### config.mk
export PLATFORM = sky130hd
export DESIGN_NAME = sca_blk_alloc
export DESIGN_NICKNAME = d
export VERILOG_FILES = /design/src/rtl/sca_blk_alloc.sv
export SDC_FILE = /design/constraint.sdc
export NUM_CORES = 1
export LEC_CHECK = 0
export CAP_MARGIN = 10
export CORE_MARGIN = 4
export CORE_UTILIZATION = 50
export DETAILED_ROUTE_END_ITERATION = 6
export PLACE_DENSITY = 0.7
export SYNTH_ARGS = -nofsm -noshare
export SYNTH_HDL_FRONTEND = slang
export SYNTH_SLANG_ARGS = --single-unit
### constraint.sdc
create_clock -name CLK -period 3.8 [get_ports CLK]
set_input_delay 0.95 -clock CLK [delete_from_list [all_inputs] [get_ports CLK]]
set_output_delay 0.95 -clock CLK [all_outputs]
set_load 0.05 [all_outputs]
### src/rtl/sca_blk_alloc.sv
// ---------------------------------------------------------------------------
// sca_blk_alloc
//
// Free-list manager and arbiter for the 16 SCA storage blocks. The LCT write
// path asks for a block with ALLOC and receives a 4-bit block address. The
// readout path hands that block back with RELEASE/REL_ADR once digitisation
// and readout of the block have completed. A busy mask, a free count and a
// sticky double-release flag are kept for status and monitoring.
//
// Ports
//   CLK         system clock (25 MHz). All logic runs on the rising edge.
//   RST_B       asynchronous reset, active low.
//   ALLOC       allocation request. One request per high cycle.
//   RELEASE     release request. One block per high cycle.
//   REL_ADR     block being released. Qualified by RELEASE.
//   CLR_ERR     leaves ERROR and re-initialises the pool.
//   READY       high only in RUN.
//   GRANT       one-cycle pulse: ALLOC accepted, ALLOC_ADR is new.
//   ALLOC_ADR   most recently granted block. Holds between grants.
//   SCAFULL     one-cycle pulse: ALLOC refused because the pool is empty.
//               The write path then overwrites its current block.
//   NFREE       number of free blocks, 0..16.
//   BUSY_MASK   bit i set while block i is allocated.
//   ERR_DBLREL  sticky: a block that was not allocated was released.
//
// Parameter
//   TMR         1 = triplicate and majority-vote the FSM state, the free
//               count and the head/tail pointers every cycle.
// ---------------------------------------------------------------------------
//
//   state    | meaning
//   ---------+---------------------------------------------------------------
//   ST_INIT  | write free_list[cnt] = cnt for 16 cycles. Requests are ignored.
//   ST_RUN   | normal allocate/release service. READY is high.
//   ST_ERROR | double release seen. Requests are ignored until CLR_ERR.
//
module sca_blk_alloc #(
    parameter bit TMR = 1'b0
) (
    input  logic        CLK,
    input  logic        RST_B,
    input  logic        ALLOC,
    input  logic        RELEASE,
    input  logic [3:0]  REL_ADR,
    input  logic        CLR_ERR,
    output logic        READY,
    output logic        GRANT,
    output logic [3:0]  ALLOC_ADR,
    output logic        SCAFULL,
    output logic [4:0]  NFREE,
    output logic [15:0] BUSY_MASK,
    output logic        ERR_DBLREL
);

    typedef enum logic [1:0] {
        ST_INIT  = 2'd0,
        ST_RUN   = 2'd1,
        ST_ERROR = 2'd2
    } state_t;

    // Control word: {state, nfree, head, tail}. The all-zero word is the
    // reset condition (INIT, empty pool, pointers at 0). This lets the
    // protected and unprotected register variants share one reset value.
    localparam int CW = 15;

    state_t        state_v;
    state_t        state_d;
    logic [4:0]    nfree_v;
    logic [4:0]    nfree_d;
    logic [3:0]    head_v;
    logic [3:0]    head_d;
    logic [3:0]    tail_v;
    logic [3:0]    tail_d;
    logic [CW-1:0] ctl_d;
    logic [CW-1:0] ctl_v;

    logic [3:0]    free_list [16];
    logic [3:0]    init_cnt;
    logic [3:0]    pop_adr;
    logic [15:0]   busy_mask;
    logic [3:0]    alloc_adr;
    logic          grant;
    logic          scafull;
    logic          err_dblrel;

    logic          init_wr;
    logic          pop;
    logic          push;
    logic          full;
    logic          dbl;
    logic          clr_pool;

    assign ctl_d   = {state_d, nfree_d, head_d, tail_d};
    assign state_v = state_t'(ctl_v[14:13]);
    assign nfree_v = ctl_v[12:8];
    assign head_v  = ctl_v[7:4];
    assign tail_v  = ctl_v[3:0];

    generate
        if (TMR) begin : g_tmr
            logic [CW-1:0] ctl_q [3];

            always_ff @(posedge CLK or negedge RST_B) begin
                if (!RST_B) begin
                    ctl_q[0] <= '0;
                    ctl_q[1] <= '0;
                    ctl_q[2] <= '0;
                end else begin
                    ctl_q[0] <= ctl_d;
                    ctl_q[1] <= ctl_d;
                    ctl_q[2] <= ctl_d;
                end
            end

            // Bitwise 2-of-3 vote. All copies reload from the voted next
            // value, so a single upset is scrubbed within one cycle.
            assign ctl_v = (ctl_q[0] & ctl_q[1]) |
                           (ctl_q[0] & ctl_q[2]) |
                           (ctl_q[1] & ctl_q[2]);
        end else begin : g_simplex
            logic [CW-1:0] ctl_q;

            always_ff @(posedge CLK or negedge RST_B) begin
                if (!RST_B) begin
                    ctl_q <= '0;
                end else begin
                    ctl_q <= ctl_d;
                end
            end

            assign ctl_v = ctl_q;
        end
    endgenerate

    assign pop_adr = free_list[head_v];

    // Next-state and per-cycle operation decode.
    always_comb begin
        state_d  = state_v;
        nfree_d  = nfree_v;
        head_d   = head_v;
        tail_d   = tail_v;
        init_wr  = 1'b0;
        pop      = 1'b0;
        push     = 1'b0;
        full     = 1'b0;
        dbl      = 1'b0;
        clr_pool = 1'b0;

        unique case (state_v)
            ST_INIT: begin
                init_wr = 1'b1;
                if (init_cnt == 4'd15) begin
                    state_d = ST_RUN;
                    nfree_d = 5'd16;
                    head_d  = 4'd0;
                    tail_d  = 4'd0;
                end
            end

            ST_RUN: begin
                // Both decisions use the pre-cycle count and mask. A block
                // granted this cycle is still free in busy_mask, so an
                // attempt to release it in the same cycle is a double release.
                if (ALLOC) begin
                    if (nfree_v != 5'd0) begin
                        pop = 1'b1;
                    end else begin
                        full = 1'b1;
                    end
                end
                if (RELEASE) begin
                    if (busy_mask[REL_ADR]) begin
                        push = 1'b1;
                    end else begin
                        dbl = 1'b1;
                    end
                end
                if (pop) begin
                    head_d = head_v + 4'd1;
                end
                if (push) begin
                    tail_d = tail_v + 4'd1;
                end
                nfree_d = nfree_v + 5'(push) - 5'(pop);
                if (dbl) begin
                    state_d = ST_ERROR;
                end
            end

            ST_ERROR: begin
                if (CLR_ERR) begin
                    state_d  = ST_INIT;
                    clr_pool = 1'b1;
                    nfree_d  = 5'd0;
                    head_d   = 4'd0;
                    tail_d   = 4'd0;
                end
            end

            default: begin
                state_d = ST_INIT;
            end
        endcase
    end

    // The free list is plain storage. INIT rewrites every entry, so it
    // needs no reset.
    always_ff @(posedge CLK) begin
        if (init_wr) begin
            free_list[init_cnt] <= init_cnt;
        end else if (push) begin
            free_list[tail_v] <= REL_ADR;
        end
    end

    always_ff @(posedge CLK or negedge RST_B) begin
        if (!RST_B) begin
            init_cnt   <= 4'd0;
            busy_mask  <= '0;
            alloc_adr  <= 4'd0;
            grant      <= 1'b0;
            scafull    <= 1'b0;
            err_dblrel <= 1'b0;
        end else begin
            grant   <= pop;
            scafull <= full;

            if (init_wr) begin
                init_cnt <= init_cnt + 4'd1;
            end else if (clr_pool) begin
                init_cnt <= 4'd0;
            end

            if (pop) begin
                alloc_adr <= pop_adr;
            end

            if (clr_pool || init_wr) begin
                busy_mask <= '0;
            end else begin
                // The popped block is free and the pushed block is busy, so
                // these two writes never target the same bit.
                if (pop) begin
                    busy_mask[pop_adr] <= 1'b1;
                end
                if (push) begin
                    busy_mask[REL_ADR] <= 1'b0;
                end
            end

            if (clr_pool) begin
                err_dblrel <= 1'b0;
            end else if (dbl) begin
                err_dblrel <= 1'b1;
            end
        end
    end

    assign READY      = (state_v == ST_RUN);
    assign GRANT      = grant;
    assign ALLOC_ADR  = alloc_adr;
    assign SCAFULL    = scafull;
    assign NFREE      = nfree_v;
    assign BUSY_MASK  = busy_mask;
    assign ERR_DBLREL = err_dblrel;

endmodule

==> summary.md <==
| Metric | Value |
|---|---|
| WP data required | `approximately 4.1 ns` |
| CP startpoint kind | `primary input` |
| # rows | `36` |
| PD cells | `around 650 nW/um2` |
| CTS buffer count | `9` |
| Metal3 WL | `641 um` |
| DP Wirelength | `approximately 8.5 mm` |
| Non-Filler Instances | `616` |
| Main synth FF type | `edfxtp_1` |
| CP startpoint | `REL_ADR[1]` |
| Post-Syn Nets | `around 440` |
| Number of remaining DRC errors | `1` |
| Syn Area/Cell | `12.53 um2` |
| Total negative slack | `0 ns` |
| CTS tree | `built` |
| P&R area growth vs syn | `18.40%` |
| Crit path setup slack, layout | `~0.028 ns` |
| Number of global-route vias before repair | `around 3,700` |
| RSZ-0062 raised after global routing | `yes` |
| Top Metal Used | `met4` |
| WP buf/inv | `4` |
| Placer Congestion | `0.8627` |
| Die width | `109.9 um` |
| R2r startpoint | `ctl_v[11]` |
| CP delay by family, top | `multiplexers` |
| Vias per Instance | `just under 6` |
| Fillers | `793` |
| Ant diodes | `0` |
| Total Die Area | `between 10,000 and 15,000 um2` |
| Core Area | `between 9000 and 10,000 um2` |
| Max Freq | `roughly 270 MHz` |
| Hold_sp | `ALLOC_ADR[1]` |
| Failing checks | `DRC` |
| H-tree lvl count | `3` |
| Status | `finished, violations left` |
| Sequential fraction of design power | `0.403` |
| P_sw | `1.621 mW` |
| Initial Util | `0.5212` |
| Hold Slack | `between 0.4 and 0.5 ns` |
| I/O pins | `38` |
| Crit path time final | `3.772 ns` |
| Drt first pass iters | `7` |
| Clock sinks | `106` |
| Post-Place Cells | `between 500 and 600` |
| Final Power | `3.998 mW` |
| GRT Util Overall | `0.2132` |
| Die Y | `about 110 um` |
| Final WL | `between 10 and 15 mm` |
| Crit end category | `flop` |
| Drt wl/cell | `19.10 um` |
| GRT Residual Overflow | `0` |
| WP data arrival | `just over 4 ns` |
| Largest net degree at the start of global routing | `43` |
| Initial antenna violation count | `0` |
| Met1 wire length | `5.242 mm` |
| CP max stage cell | `mux4_2` |
| Final ANT Viol Nets | `0` |
| Pint | `between 2 and 2.5 mW` |
| Yosys cell types | `62` |
| Flops & latches, synth | `106` |
| Max VDD drop | `~0.38 mV` |
| CTS Root Cell | `clkbuf_8` |
| Post-synthesis sequential area ratio | `0.5729` |
| Critical-path cell list | `buf_12 > mux4_2 > mux4_2 > nand2_4 > ha_4 > inv_2 > ha_4 > inv_2 > fa_2 > inv_2 > a21oi_2 > o21bai_1 > xnor2_1 > mux2_2 > a221o_1` |
| Cells after Synth | `414` |
| Most common cell on crit path | `inv_2` |
| PortBufs | `37` |
| Dominant cell type by area after synthesis | `edfxtp_1` |
| Slew @ Worst Pin | `1.008 ns` |
| Synth warn | `0` |
| Crit Path Max Fanout | `6` |
| Sw Share | `0.4054` |
| Clock transition at the registers of the reported paths | `roughly 0.1 ns` |
| Max-Cap Viols | `0` |
| Clk buf depth | `2` |
| Met2 WL | `about 5.6 mm` |
| Hold_buf cts | `0` |
| Clock Power Share | `0.171` |
| Fin crit share | `0.9928` |
| Leak pwr | `approximately 2.3 nW` |
| Via count | `3,647` |
| Hold Fails Final Rpt | `0` |
| Slowest stage delay, CP | `between 0.5 and 0.6 ns` |
| Comb power frac | `0.426` |
| Synth Cell Area | `roughly 5200 um2` |
| Final Slew Violations | `0` |
| Post-synthesis async set-or-reset flop share | `0.3962` |
| Hold Path Class | `reg2reg` |
| First-pass GRT wire length | `approximately 19 mm` |
| Clock latency on the worst-skew pair | `between 0.3 and 0.4 ns` |
| EDFF count, synth | `64` |
| Share of cells above drive strength 1 | `0.2008` |
| Critical path class | `in2reg` |
| Yosys top cell area share | `0.3704` |
| Slew HR | `0.3261` |
| Fin nets | `roughly 500` |
| Setup slack at placement | `-0.9384 ns` |
| Initial DRC Count | `270` |
| Synth area leaders | `edfxtp_1 (37%), dfrtp_1 (20%), mux4_2 (7.4%)` |
| Clk_skew | `about 0.019 ns` |
| Final setup vio count | `0` |
[layout by cell type (no fill, tap or decap), types with 4 or more instances in the layout]
cell             Yosys  routed
o21ai_0             15      15
ha_1                13      11
mux2i_1              8       8
o31ai_1              4       4
mux4_2              17      17
o22ai_1              6       6
nor2_1              39      39
mux2_1               4       4
nor2b_1              7       7
a22oi_1              5       5
a211oi_1             6       6
buf_4                7      36
nor3_1               8       8
nand2_1             31      30
inv_1               24      21
nand3_1             15      15
edfxtp_1            64      64
clkdlybuf4s50_1      0      34
dfrtp_1             42      42
a21oi_1             26      25
clkbuf_8             0       9
[worst min-delay path: stages, from the launching register on]
cell and delay, ns:
dfrtp_1 0.36, nand2_1 0.04, o21ai_0 0.06
[path summary, 6_finish.rpt]
path                       slack (ns)  depth (start not counted)            to
max                              0.03                         15     ctl_v[12]
min                              0.49                          2  ALLOC_ADR[1]
max reg2reg                      0.25                         16     ctl_v[12]
min reg2reg                      0.49                          2  ALLOC_ADR[1]
max in group asynchronous        2.49                          1  ALLOC_ADR[0]
min in group asynchronous        0.71                          1  BUSY_MASK[7]
[cell families (layout without fill, tap and decap cells)]
family          count (synthesis)  in the layout  share of synthesized area
compound gates                 90             90                     0.1177
xor+xnor                        5              5                   0.008441
fa+ha+maj                      14             14                    0.03521
buf+inv                        47            116                    0.04244
flops                         106            106                     0.5729
mux                            33             33                     0.1124
simple gates                  119            119                     0.1109
[power groups by stage]
stage | Sequential [mW] | Combinational [mW] | Clock [mW]
after detailed placement | 1.64 | 1.67 | 0
after global routing | 1.64 | 1.84 | 0.747
final | 1.61 | 1.70 | 0.684
after floorplan | 1.72 | 1.02 | 0
after CTS | 1.61 | 1.69 | 0.705
after global placement | 1.63 | 1.63 | 0
[layout make-up]
class                           count  area [um2]  area share
Multi-Input combinational cell    261        2034      0.3312
Inverter                           25       95.09     0.01548
Clock inverter                      7       70.07     0.01141
Timing Repair Buffer               75       680.7      0.1108
Sequential cell                   106        2973      0.4839
Clock buffer                        9       123.9     0.02016
Tap cell                          133       166.4     0.02709
[flip-flops by register name, summed over array words and instances, names as in the netlist]
signal      count
GRANT           1
SCAFULL         1
BUSY_MASK      16
ctl_v          15
ERR_DBLREL      1
init_cnt        4
ALLOC_ADR       4
free_list      64
[synthesized netlist by cell type, types with 4 or more instances]
cell type	n
nor2b_1	7
mux4_2	17
nand2_1	31
dfrtp_1	42
mux2i_1	8
nand3_1	15
o31ai_1	4
o21ai_0	15
a211oi_1	6
buf_4	7
a22oi_1	5
nor2_1	39
mux2_1	4
o22ai_1	6
a21oi_1	26
nor3_1	8
edfxtp_1	64
clkbuf_1	10
ha_1	13
inv_1	24
[metal layers]
layer | up-vias | GRT usage
met5 | - | 0
met4 | 0 | 0.08103
met3 | 24 | 0.02525
met1 | 1830 | 0.2998
met2 | 128 | 0.3410
li1 | 1665 | -
[metrics by stage]
step | utilization | cell area, um2
6_report | 0.6171 | 6143
5_1_grt | 0.6171 | 6143
2_1_floorplan | - | 5236
3_5_place_dp | 0.5960 | 5933
3_3_place_gp | 0.5960 | 5933
4_1_cts | 0.6170 | 6142
[what timing repair did]
action                     in CTS  in global routing
setup buffers                   1                  1
setup endpoints to repair       1                  1
pin swaps                       6                  4
resized for setup               8                  4
No activity file was read; power rests on OpenSTA's default activity.
